### src/rtl/jump_ctrl_pkg.sv
// Shared types and helpers for the jump request controller.
package jump_ctrl_pkg;

  // Direction codes carried by the pending-press register.
  localparam logic DIR_LEFT  = 1'b0;
  localparam logic DIR_RIGHT = 1'b1;

  localparam int unsigned DebCntW = 6;
  localparam int unsigned TmoCntW = 8;

  typedef enum logic [0:0] {
    StIdle     = 1'b0,
    StWaitLand = 1'b1
  } jump_state_e;

  // Saturating increment for the landing-timeout counter.
  function automatic logic [TmoCntW-1:0] sat_inc_tmo(input logic [TmoCntW-1:0] v);
    return (v == '1) ? v : v + TmoCntW'(1);
  endfunction

endpackage

### src/rtl/jump_ctrl_debounce.sv
// Button conditioner: 2-flop synchroniser, ms-tick debounce of both edges,
// and a registered press strobe one cycle after the debounced level rises.
module jump_ctrl_debounce
  import jump_ctrl_pkg::*;
#(
  parameter int unsigned DEBOUNCE_MS = 10
) (
  input  logic clk,
  input  logic rst_n,
  input  logic btn,
  input  logic one_ms_tick,
  output logic rise
);

  localparam logic [DebCntW-1:0] DebLimit = DebCntW'(DEBOUNCE_MS);

  logic                sync1_q, sync1_d;
  logic                sync2_q, sync2_d;
  logic                level_q, level_d;
  logic                level_dly_q, level_dly_d;
  logic                rise_q, rise_d;
  logic [DebCntW-1:0]  cnt_q, cnt_d;
  logic [DebCntW-1:0]  cnt_inc;

  assign cnt_inc = (cnt_q == '1) ? cnt_q : cnt_q + DebCntW'(1);

  // Next-state: sync shift, tick-gated stability counter, edge detect.
  always_comb begin
    sync1_d     = btn;
    sync2_d     = sync1_q;
    level_d     = level_q;
    cnt_d       = cnt_q;
    level_dly_d = level_q;
    rise_d      = level_q & ~level_dly_q;
    if (one_ms_tick) begin
      if (sync2_q == level_q) begin
        cnt_d = '0;
      end else if (cnt_inc >= DebLimit) begin
        level_d = sync2_q;
        cnt_d   = '0;
      end else begin
        cnt_d = cnt_inc;
      end
    end
  end

  // State registers, asynchronously cleared.
  always_ff @(posedge clk or negedge rst_n) begin
    if (!rst_n) begin
      sync1_q     <= 1'b0;
      sync2_q     <= 1'b0;
      level_q     <= 1'b0;
      level_dly_q <= 1'b0;
      rise_q      <= 1'b0;
      cnt_q       <= '0;
    end else begin
      sync1_q     <= sync1_d;
      sync2_q     <= sync2_d;
      level_q     <= level_d;
      level_dly_q <= level_dly_d;
      rise_q      <= rise_d;
      cnt_q       <= cnt_d;
    end
  end

  assign rise = rise_q;

endmodule

### src/rtl/jump_ctrl.sv
// Jump request controller: conditions left/right buttons and issues one
// registered jump request per press while the character is idle, then waits
// for landed (or a landing timeout) before accepting the next.
// Optional build macro JUMP_CTRL_BUFFER_EN adds a one-deep, last-wins buffer
// for presses that arrive while a jump is in flight.
module jump_ctrl
  import jump_ctrl_pkg::*;
#(
  parameter int unsigned DEBOUNCE_MS = 10,
  parameter int unsigned TIMEOUT_MS  = 200
) (
  input  logic clk,
  input  logic rst_n,
  input  logic module_en,
  input  logic btn_left,
  input  logic btn_right,
  input  logic one_ms_tick,
  input  logic landed,
  output logic jump_left,
  output logic jump_right,
  output logic busy,
  output logic timeout_err
);

  localparam logic [TmoCntW-1:0] TmoLimit = TmoCntW'(TIMEOUT_MS);

  logic rise_left, rise_right;
  logic press_any, press_dir;

  jump_state_e        state_q, state_d;
  logic               jump_left_q, jump_left_d;
  logic               jump_right_q, jump_right_d;
  logic               busy_q, busy_d;
  logic               err_q, err_d;
  logic [TmoCntW-1:0] tmo_q, tmo_d;
  logic [TmoCntW-1:0] tmo_inc;
  logic               issue, issue_dir;
`ifdef JUMP_CTRL_BUFFER_EN
  logic               pend_v_q, pend_v_d;
  logic               pend_dir_q, pend_dir_d;
`endif

  jump_ctrl_debounce #(
    .DEBOUNCE_MS (DEBOUNCE_MS)
  ) u_deb_left (
    .clk         (clk),
    .rst_n       (rst_n),
    .btn         (btn_left),
    .one_ms_tick (one_ms_tick),
    .rise        (rise_left)
  );

  jump_ctrl_debounce #(
    .DEBOUNCE_MS (DEBOUNCE_MS)
  ) u_deb_right (
    .clk         (clk),
    .rst_n       (rst_n),
    .btn         (btn_right),
    .one_ms_tick (one_ms_tick),
    .rise        (rise_right)
  );

  // Simultaneous presses resolve to left, matching downstream priority.
  assign press_any = rise_left | rise_right;
  assign press_dir = rise_left ? DIR_LEFT : DIR_RIGHT;
  assign tmo_inc   = sat_inc_tmo(tmo_q);

  // FSM next-state and registered-output decode.
  always_comb begin
    state_d      = state_q;
    busy_d       = busy_q;
    err_d        = err_q;
    tmo_d        = tmo_q;
    jump_left_d  = 1'b0;
    jump_right_d = 1'b0;
    issue        = 1'b0;
    issue_dir    = DIR_LEFT;
`ifdef JUMP_CTRL_BUFFER_EN
    pend_v_d     = pend_v_q;
    pend_dir_d   = pend_dir_q;
`endif
    if (!module_en) begin
      state_d = StIdle;
      busy_d  = 1'b0;
`ifdef JUMP_CTRL_BUFFER_EN
      pend_v_d = 1'b0;
`endif
    end else begin
      unique case (state_q)
        StIdle: begin
`ifdef JUMP_CTRL_BUFFER_EN
          if (pend_v_q) begin
            // Buffered press goes first; a fresh press takes its slot.
            issue      = 1'b1;
            issue_dir  = pend_dir_q;
            pend_v_d   = press_any;
            pend_dir_d = press_dir;
          end else if (press_any) begin
            issue     = 1'b1;
            issue_dir = press_dir;
          end
`else
          if (press_any) begin
            issue     = 1'b1;
            issue_dir = press_dir;
          end
`endif
          if (issue) begin
            jump_left_d  = (issue_dir == DIR_LEFT);
            jump_right_d = (issue_dir == DIR_RIGHT);
            busy_d       = 1'b1;
            tmo_d        = '0;
            state_d      = StWaitLand;
          end
        end
        StWaitLand: begin
          // landed wins over a coincident timeout expiry.
          if (landed) begin
            state_d = StIdle;
            busy_d  = 1'b0;
          end else if (one_ms_tick) begin
            if (tmo_inc >= TmoLimit) begin
              err_d   = 1'b1;
              state_d = StIdle;
              busy_d  = 1'b0;
            end else begin
              tmo_d = tmo_inc;
            end
          end
`ifdef JUMP_CTRL_BUFFER_EN
          if (press_any) begin
            pend_v_d   = 1'b1;
            pend_dir_d = press_dir;
          end
`endif
        end
        default: state_d = StIdle;
      endcase
    end
  end

  // FSM and output registers, asynchronously cleared.
  always_ff @(posedge clk or negedge rst_n) begin
    if (!rst_n) begin
      state_q      <= StIdle;
      jump_left_q  <= 1'b0;
      jump_right_q <= 1'b0;
      busy_q       <= 1'b0;
      err_q        <= 1'b0;
      tmo_q        <= '0;
`ifdef JUMP_CTRL_BUFFER_EN
      pend_v_q     <= 1'b0;
      pend_dir_q   <= DIR_LEFT;
`endif
    end else begin
      state_q      <= state_d;
      jump_left_q  <= jump_left_d;
      jump_right_q <= jump_right_d;
      busy_q       <= busy_d;
      err_q        <= err_d;
      tmo_q        <= tmo_d;
`ifdef JUMP_CTRL_BUFFER_EN
      pend_v_q     <= pend_v_d;
      pend_dir_q   <= pend_dir_d;
`endif
    end
  end

  assign jump_left   = jump_left_q;
  assign jump_right  = jump_right_q;
  assign busy        = busy_q;
  assign timeout_err = err_q;

endmodule

### config.mk
export PLATFORM = sky130hd
export DESIGN_NAME = jump_ctrl
export DESIGN_NICKNAME = d
export VERILOG_FILES = /design/src/rtl/jump_ctrl_pkg.sv /design/src/rtl/jump_ctrl_debounce.sv /design/src/rtl/jump_ctrl.sv
export SDC_FILE = /design/constraint.sdc
export NUM_CORES = 1
export LEC_CHECK = 0
export CELL_PAD_IN_SITES_DETAIL_PLACEMENT = 1
export CELL_PAD_IN_SITES_GLOBAL_PLACEMENT = 1
export CORE_MARGIN = 4
export CORE_UTILIZATION = 40
export CTS_CLUSTER_DIAMETER = 60
export DETAILED_ROUTE_END_ITERATION = 7
export HOLD_SLACK_MARGIN = 0.02
export PLACE_DENSITY_LB_ADDON = 0.15
export SYNTH_ARGS = -nofsm -noshare
export SYNTH_HDL_FRONTEND = slang
export SYNTH_HIERARCHICAL = 1
export SYNTH_SLANG_ARGS = --single-unit
export TNS_END_PERCENT = 20
### constraint.sdc
create_clock -name clk -period 4.4 [get_ports clk]
set_input_delay 0.88 -clock clk [delete_from_list [all_inputs] [get_ports clk]]
set_output_delay 0.88 -clock clk [all_outputs]
set_load 0.02 [all_outputs]
==> results by group, run 1 <==
Outcome
  – Outcome: completed

Clock tree
  – Clk slew on worst S/H paths: 80 ps
  – Post-CTS Resized: 0
  – CTS tree: built
  – Cts bufs inserted: 5
  – Worst skew pair latency: 300 ps
  – Hold_buf cts: 0
  – Post-CTS Setup Inserts: 0
  – Htree depth: 2
  – CTS sink count: 35
  – Clk buf depth: 2
  – Root buf cell: clkbuf_8

Power and ir drop
  – Power, Total: 935 uW
  – Peak VDD IR: 265 uV
  – LEAKAGE: 0.000916 uW
  – Pwr dens: 438 nW/um^2

Synthesis
  – Primary FF master, synth: dfrtp_1
  – Synth cell types: 53
  – Top-count cell post-synth: dfrtp_1
  – Synth top cells by count: dfrtp_1 (35), nand2_1 (16), a21oi_1 (11)
  – Syn Inst Count: 181
  – Sequential area share after synthesis: 0.461
  – Post-synth top area cell: dfrtp_1
  – Yosys warns: 6
  – Post-synth top area share: 0.461
  – #FFs+latches synth: 35
  – Syn nets: 191
  – Asr flop ratio synth: 1.00
  – Mapped Area: 1900 sq um
  – Synth area leaders: dfrtp_1 (46%), o311ai_2 (4.3%), nand2_1 (3.2%), a21oi_1 (2.9%), nand3_1 (2.4%)
  – EDFF count, synth: 0
  – Avg Inst Size Synth: 10.5 sq um

Die
  – Die Area: 5920 sq um
  – Core Area: 4470 sq um
  – Row count: 24
  – Ports: 11
  – Die W: 76.9 um
  – Die Ht: 76.9 um
  – Initial Utilization: 0.425

Global routing
  – Vias in the first global route: 1548
  – Pin count of the biggest net entering global routing: 36
  – GRT overflow: 0
  – GRT Overall Usage: 0.159
  – Initial antenna violation count: 0
  – Global-route wire length before repair: 7530 um

Setup path
  – Worst EP required: 4580 ps
  – CP Max Fanout: 22
  – Worst setup EP type: flip-flop
  – Crit Path Class: in2reg
  – Reg-to-Reg Start: tmo_q[0]$_DFFE_PN0P_
  – Critical path launch point: one_ms_tick
  – Reg2reg path depth: 7
  – Crit start category: input port
  – Crit path arrival time: 2950 ps

STA
  – Unrepaired setup endpoints after global routing: false
  – Fmax: 362 MHz
  – Final Max Tran Viols: 0
  – Worst Max-Slew Pin Slew: 836 ps
  – Layout Skew: 8.95 ps
  – Period utilisation layout: 0.628
  – Fin. Hold Viols: 0
  – Setup-failing EPs final: 0
  – Relative slew margins: 0.441
  – Setup TNS: 0 ps
  – Fin crit period: 2760 ps

Finish
  – Fill count: 510
  – Inserted Diodes: 0
  – Post-route cell area: 2130 sq um
  – Final #Nets: 201
  – Synthesis-to-finish area growth: 12.3%
  – Final Util: 0.477
  – Layout cells sized above 1: 0.130

Routing
  – Iter 0 DRT Violations: 88
  – Antenna Nets Post-Route: 0
  – Remaining DRCs: 0
  – Vias per cell: 6.02
  – Final wirelength: 4320 um
  – Drt pass-1 iters: 4
  – Vias: 1470
  – Routed WL per cell: 17.7 um

Min path
  – Worst Hold Class: reg2reg
  – Worst Min Path Start: u_deb_right/sync1_q$_DFF_PN0_
  – Hold Path Cell Cnt: 0

Place
  – PortBufs: 10
  – Placer Congestion: 0.744
  – Detailed placement HPWL: 2980 um
  – Total placed instance area: 2020 sq um

Flow run
  – Maxcap violations: 0
-- state kept, by name (all words and copies together) (netlist names) --
register and count:
jump_left 1, timeout_err 1, u_deb_right/sync1_q 1, u_deb_right/level_dly_q 1, u_deb_left/sync1_q 1, tmo_q 8, u_deb_right/sync2_q 1, jump_right 1
u_deb_left/sync2_q 1, u_deb_right/level_dly_d 1, u_deb_left/cnt_q 6, u_deb_left/level_dly_d 1, busy 1, state_q 1, u_deb_left/level_dly_q 1, u_deb_right/cnt_q 6
u_deb_left/rise 1, u_deb_right/rise 1
-- power breakdown --
part           internal, uW  switching [uW]
Sequential              363            61.1
Combinational          93.5             115
Clock                   172             131
-- through the flow --
stage	instances	hold slack, ps	setup slack [ps]
6_report	244	355	1640
5_1_grt	244	357	1490
4_1_cts	244	356	1660
3_5_place_dp	236	338	1330
3_3_place_gp	236	334	1450
2_1_floorplan	181	331	2330
-- kinds of logic (layout without fill, tap and decap cells) --
kind of cell | after synthesis | after routing | synth area share
XOR/XNOR | 2 | 2 | 0.00922
multiplexers | 2 | 2 | 0.0118
AO/OA/AOI/OAI | 60 | 60 | 0.262
buffers and inverters | 13 | 24 | 0.0388
flip-flops | 35 | 35 | 0.461
AND/OR/NAND/NOR | 66 | 66 | 0.198
adder cells (fa/ha/maj) | 3 | 3 | 0.0198
-- final timing paths --
path,endpoint,slack (ps)
min in group asynchronous,jump_left$_DFF_PN0_,980
min,u_deb_right/sync2_q$_DFF_PN0_,360
max,u_deb_right/level_dly_d$_DFFE_PN0P_,1640
max in group asynchronous,u_deb_right/sync2_q$_DFF_PN0_,3070
min reg2reg,u_deb_right/sync2_q$_DFF_PN0_,360
max reg2reg,tmo_q[1]$_DFFE_PN0P_,2020
-- area by class of cell --
class                   instances  area, sq um  area share
flip-flops and latches         35          876       0.410
clock inverters                 3         47.5      0.0223
multi-input cells             133          951       0.445
clock buffers                   5         68.8      0.0322
inverters                       5         18.8     0.00879
repair buffers                 11          108      0.0504
well taps                      52         65.1      0.0305
-- metal layers --
| metal | part of all wire | GRT usage | wire length (um) | vias to the layer above |
|---|---|---|---|---|
| met5 | 0 | 0 | 0 | - |
| met4 | 0.0053 | 0.0562 | 23 | 0 |
| met3 | 0.021 | 0.0398 | 89 | 2 |
| met2 | 0.52 | 0.267 | 2240 | 12 |
| met1 | 0.45 | 0.196 | 1960 | 749 |
| li1 | - | - | - | 707 |
-- critical path, cell delays in order --
cell	delay, ps
clkdlybuf4s50_1	1010
inv_1	200
o41ai_1	480
mux2_1	360
-- layout by cell type (no fill, tap or decap), drive strengths merged, types with 5 or more instances in the layout --
cell | synthesis | final
inv | 5 | 6
nand2 | 16 | 16
nor2b | 6 | 6
nor3 | 6 | 6
o21ai | 10 | 10
and2 | 8 | 8
nand3 | 9 | 9
dfrtp | 35 | 35
o311ai | 5 | 5
nand2b | 5 | 5
clkdlybuf4s50 | 0 | 10
clkbuf | 3 | 5
a21oi | 11 | 11
(Power assumes the default switching activity.)
==> inputs of run 2 (changes only) <==
==> constraint.sdc (replaced) <==
create_clock -name clk -period 2.8 [get_ports clk]
set_input_delay 0.56 -clock clk [delete_from_list [all_inputs] [get_ports clk]]
set_output_delay 0.56 -clock clk [all_outputs]
set_load 0.02 [all_outputs]
==> results by group, run 2 (synthesis results as in run 1) <==
Min path
  – Worst Hold Class: reg2reg (unchanged)

Global routing
  – Pin count of the biggest net entering global routing: 36 (unchanged)
  – GRT overflow: 0 (unchanged)
  – Initial antenna violation count: 0 (unchanged)
  – GRT Overall Usage: 0.161 (was 0.159)
  – Global-route wire length before repair: 7640 um (was 7530 um)
  – Vias in the first global route: 1582 (was 1548)

Finish
  – Most common cell after layout, fill and taps aside: dfrtp_1 (unchanged)
  – Most frequent cells in the layout: dfrtp_1 (35), nand2_1 (16), a21oi_1 (11) (unchanged)
  – Top Registers: tmo_q x8, u_deb_left/cnt_q x6, u_deb_right/cnt_q x6 (unchanged)
  – Layout cells sized above 1: 0.148 (was 0.130)
  – Synthesis-to-finish area growth: 14.0% (was 12.3%)
  – Max reg flops: 8 (unchanged)
  – Inserted Diodes: 0 (unchanged)
  – Top reg by flops: tmo_q (unchanged)
  – Fill count: 495 (was 510)
  – Final #Nets: 205 (was 201)
  – Final Util: 0.484 (was 0.477)

Flow run
  – Maxcap violations: 0 (unchanged)

Die
  – Row count: 24 (unchanged)
  – Core Area: 4470 sq um (unchanged)
  – Die Area: 5920 sq um (unchanged)
  – Ports: 11 (unchanged)
  – Initial Utilization: 0.425 (unchanged)
  – Die W: 76.9 um (unchanged)
  – Die Ht: 76.9 um (unchanged)

Routing
  – Remaining DRCs: 0 (unchanged)
  – Final wirelength: 4160 um (was 4320 um)
  – Routed WL per cell: 16.8 um (was 17.7 um)
  – Vias per cell: 6.04 (was 6.02)
  – Vias: 1497 (was 1470)
  – Antenna Nets Post-Route: 0 (unchanged)
  – Iter 0 DRT Violations: 56 (was 88)
  – Drt pass-1 iters: 4 (unchanged)

STA
  – Layout Skew: 6.17 ps (was 8.95 ps)
  – Worst Max-Slew Pin Slew: 793 ps (was 836 ps)
  – Unrepaired setup endpoints after global routing: false (unchanged)
  – Setup TNS: 0 ps (unchanged)
  – Fin. Hold Viols: 0 (unchanged)
  – Relative slew margins: 0.470 (was 0.441)
  – Fmax: 452 MHz
  – Fin crit period: 2210 ps
  – Period utilisation layout: 0.790
  – Setup-failing EPs final: 0 (unchanged)
  – Final Max Tran Viols: 0 (unchanged)

Power and ir drop
  – LEAKAGE: 0.000938 uW (was 0.000916 uW)
  – Pwr dens: 674 nW/um^2 (was 438 nW/um^2)
  – Peak VDD IR: 290 uV (was 265 uV)

Clock tree
  – Post-CTS Resized: 0 (unchanged)
  – Clk slew on worst S/H paths: 70 ps (was 80 ps)
  – CTS tree: built (unchanged)
  – Cts bufs inserted: 5 (unchanged)
  – Htree depth: 2 (unchanged)
  – Hold_buf cts: 0 (unchanged)
  – CTS sink count: 35 (unchanged)
  – Root buf cell: clkbuf_8 (unchanged)
  – Clk buf depth: 2 (unchanged)
  – Post-CTS Setup Inserts: 0 (unchanged)
  – Worst skew pair latency: 280 ps (was 300 ps)

Place
  – PortBufs: 10 (unchanged)
  – Placer Congestion: 0.850 (was 0.744)
  – Detailed placement HPWL: 3040 um (was 2980 um)

Setup path
  – CP Max Fanout: 8 (was 22)
  – Worst EP required: 2970 ps (was 4580 ps)
  – Crit start category: flip-flop (was input port)
  – Crit Path Class: reg2reg (was in2reg)
  – Worst setup EP type: flip-flop (unchanged)
  – Buf+Inv Stages, Crit Path: 0 (was 2)
  – Delay-heaviest family, CP: compound AO/OA/AOI/OAI gates (was buffers and inverters)
  – Slowest CP cell: dfrtp_1 (was clkdlybuf4s50_1)
  – Setup slack, reg-to-reg: 590 ps (was 2020 ps)
  – Crit-path max cell delay: 430 ps (was 1010 ps)
  – Crit path arrival time: 2380 ps (was 2950 ps)
  – Cell Chain, Critical Path: ha_1, and2_1, o31ai_2, a32oi_1, o21ai_2, nor2_2, a311o_1 (was clkdlybuf4s50_1, inv_1, o41ai_1, mux2_1)

Outcome
  – Outcome: completed (unchanged)
==> run 2: cell count changes in the layout (fill, tap and decap cells not counted), sizes merged <==
cell / delta
buf: +4
inv: -1
clkbuf: +1
==> run 2: worst register-to-register path, delay by kind of cell (launching register included) <==
family | cells | cell delay [ps]
simple gates | 2 | 340
compound gates | 4 | 1080
flops | 1 | 430
fa+ha+maj | 1 | 260
==> run 2: final cells by class <==
cell class              instances  area (sq um)  area share
multi-input cells             133           951       0.439
flip-flops and latches         35           876       0.404
repair buffers                 15           138      0.0635
clock buffers                   6          82.6      0.0381
well taps                      52          65.1      0.0300
clock inverters                 2          35.0      0.0162
inverters                       5          18.8     0.00867
==> run 2: power by group <==
part	internal (uW)	total, uW	switching (uW)
Sequential	571	641	69.9
Combinational	154	356	201
Clock	288	464	176
==> run 2: worst paths after layout <==
kind	from	to	cells past startpoint
max	tmo_q[0]$_DFFE_PN0P_	tmo_q[1]$_DFFE_PN0P_	7
min	u_deb_left/sync1_q$_DFF_PN0_	u_deb_left/sync2_q$_DFF_PN0_	0
max reg2reg	tmo_q[0]$_DFFE_PN0P_	tmo_q[1]$_DFFE_PN0P_	7
min reg2reg	u_deb_left/sync1_q$_DFF_PN0_	u_deb_left/sync2_q$_DFF_PN0_	0
max in group asynchronous	rst_n	u_deb_left/sync2_q$_DFF_PN0_	2
min in group asynchronous	rst_n	jump_right$_DFF_PN0_	2
==> run 2: stage by stage <==
step                      setup slack [ps]  hold slack [ps]  area (sq um)  instances  total power (uW)
after global routing                   407              368          2170        248              1570
after global placement                 632              334          2050        240               984
final                                  588              362          2170        248              1460
after floorplan                        727              264          1900        181               886
after CTS                              586              364          2170        248              1480
after detailed placement               571              336          2050        240              1010
==> run 2: routing by layer <==
metal	up-vias	wire, um	part of all wire	track usage
met3	5	114	0.027	0.0422
met1	762	1820	0.44	0.198
met5	-	0	0	0
met4	0	51	0.012	0.0562
met2	14	2170	0.52	0.272
li1	716	-	-	-
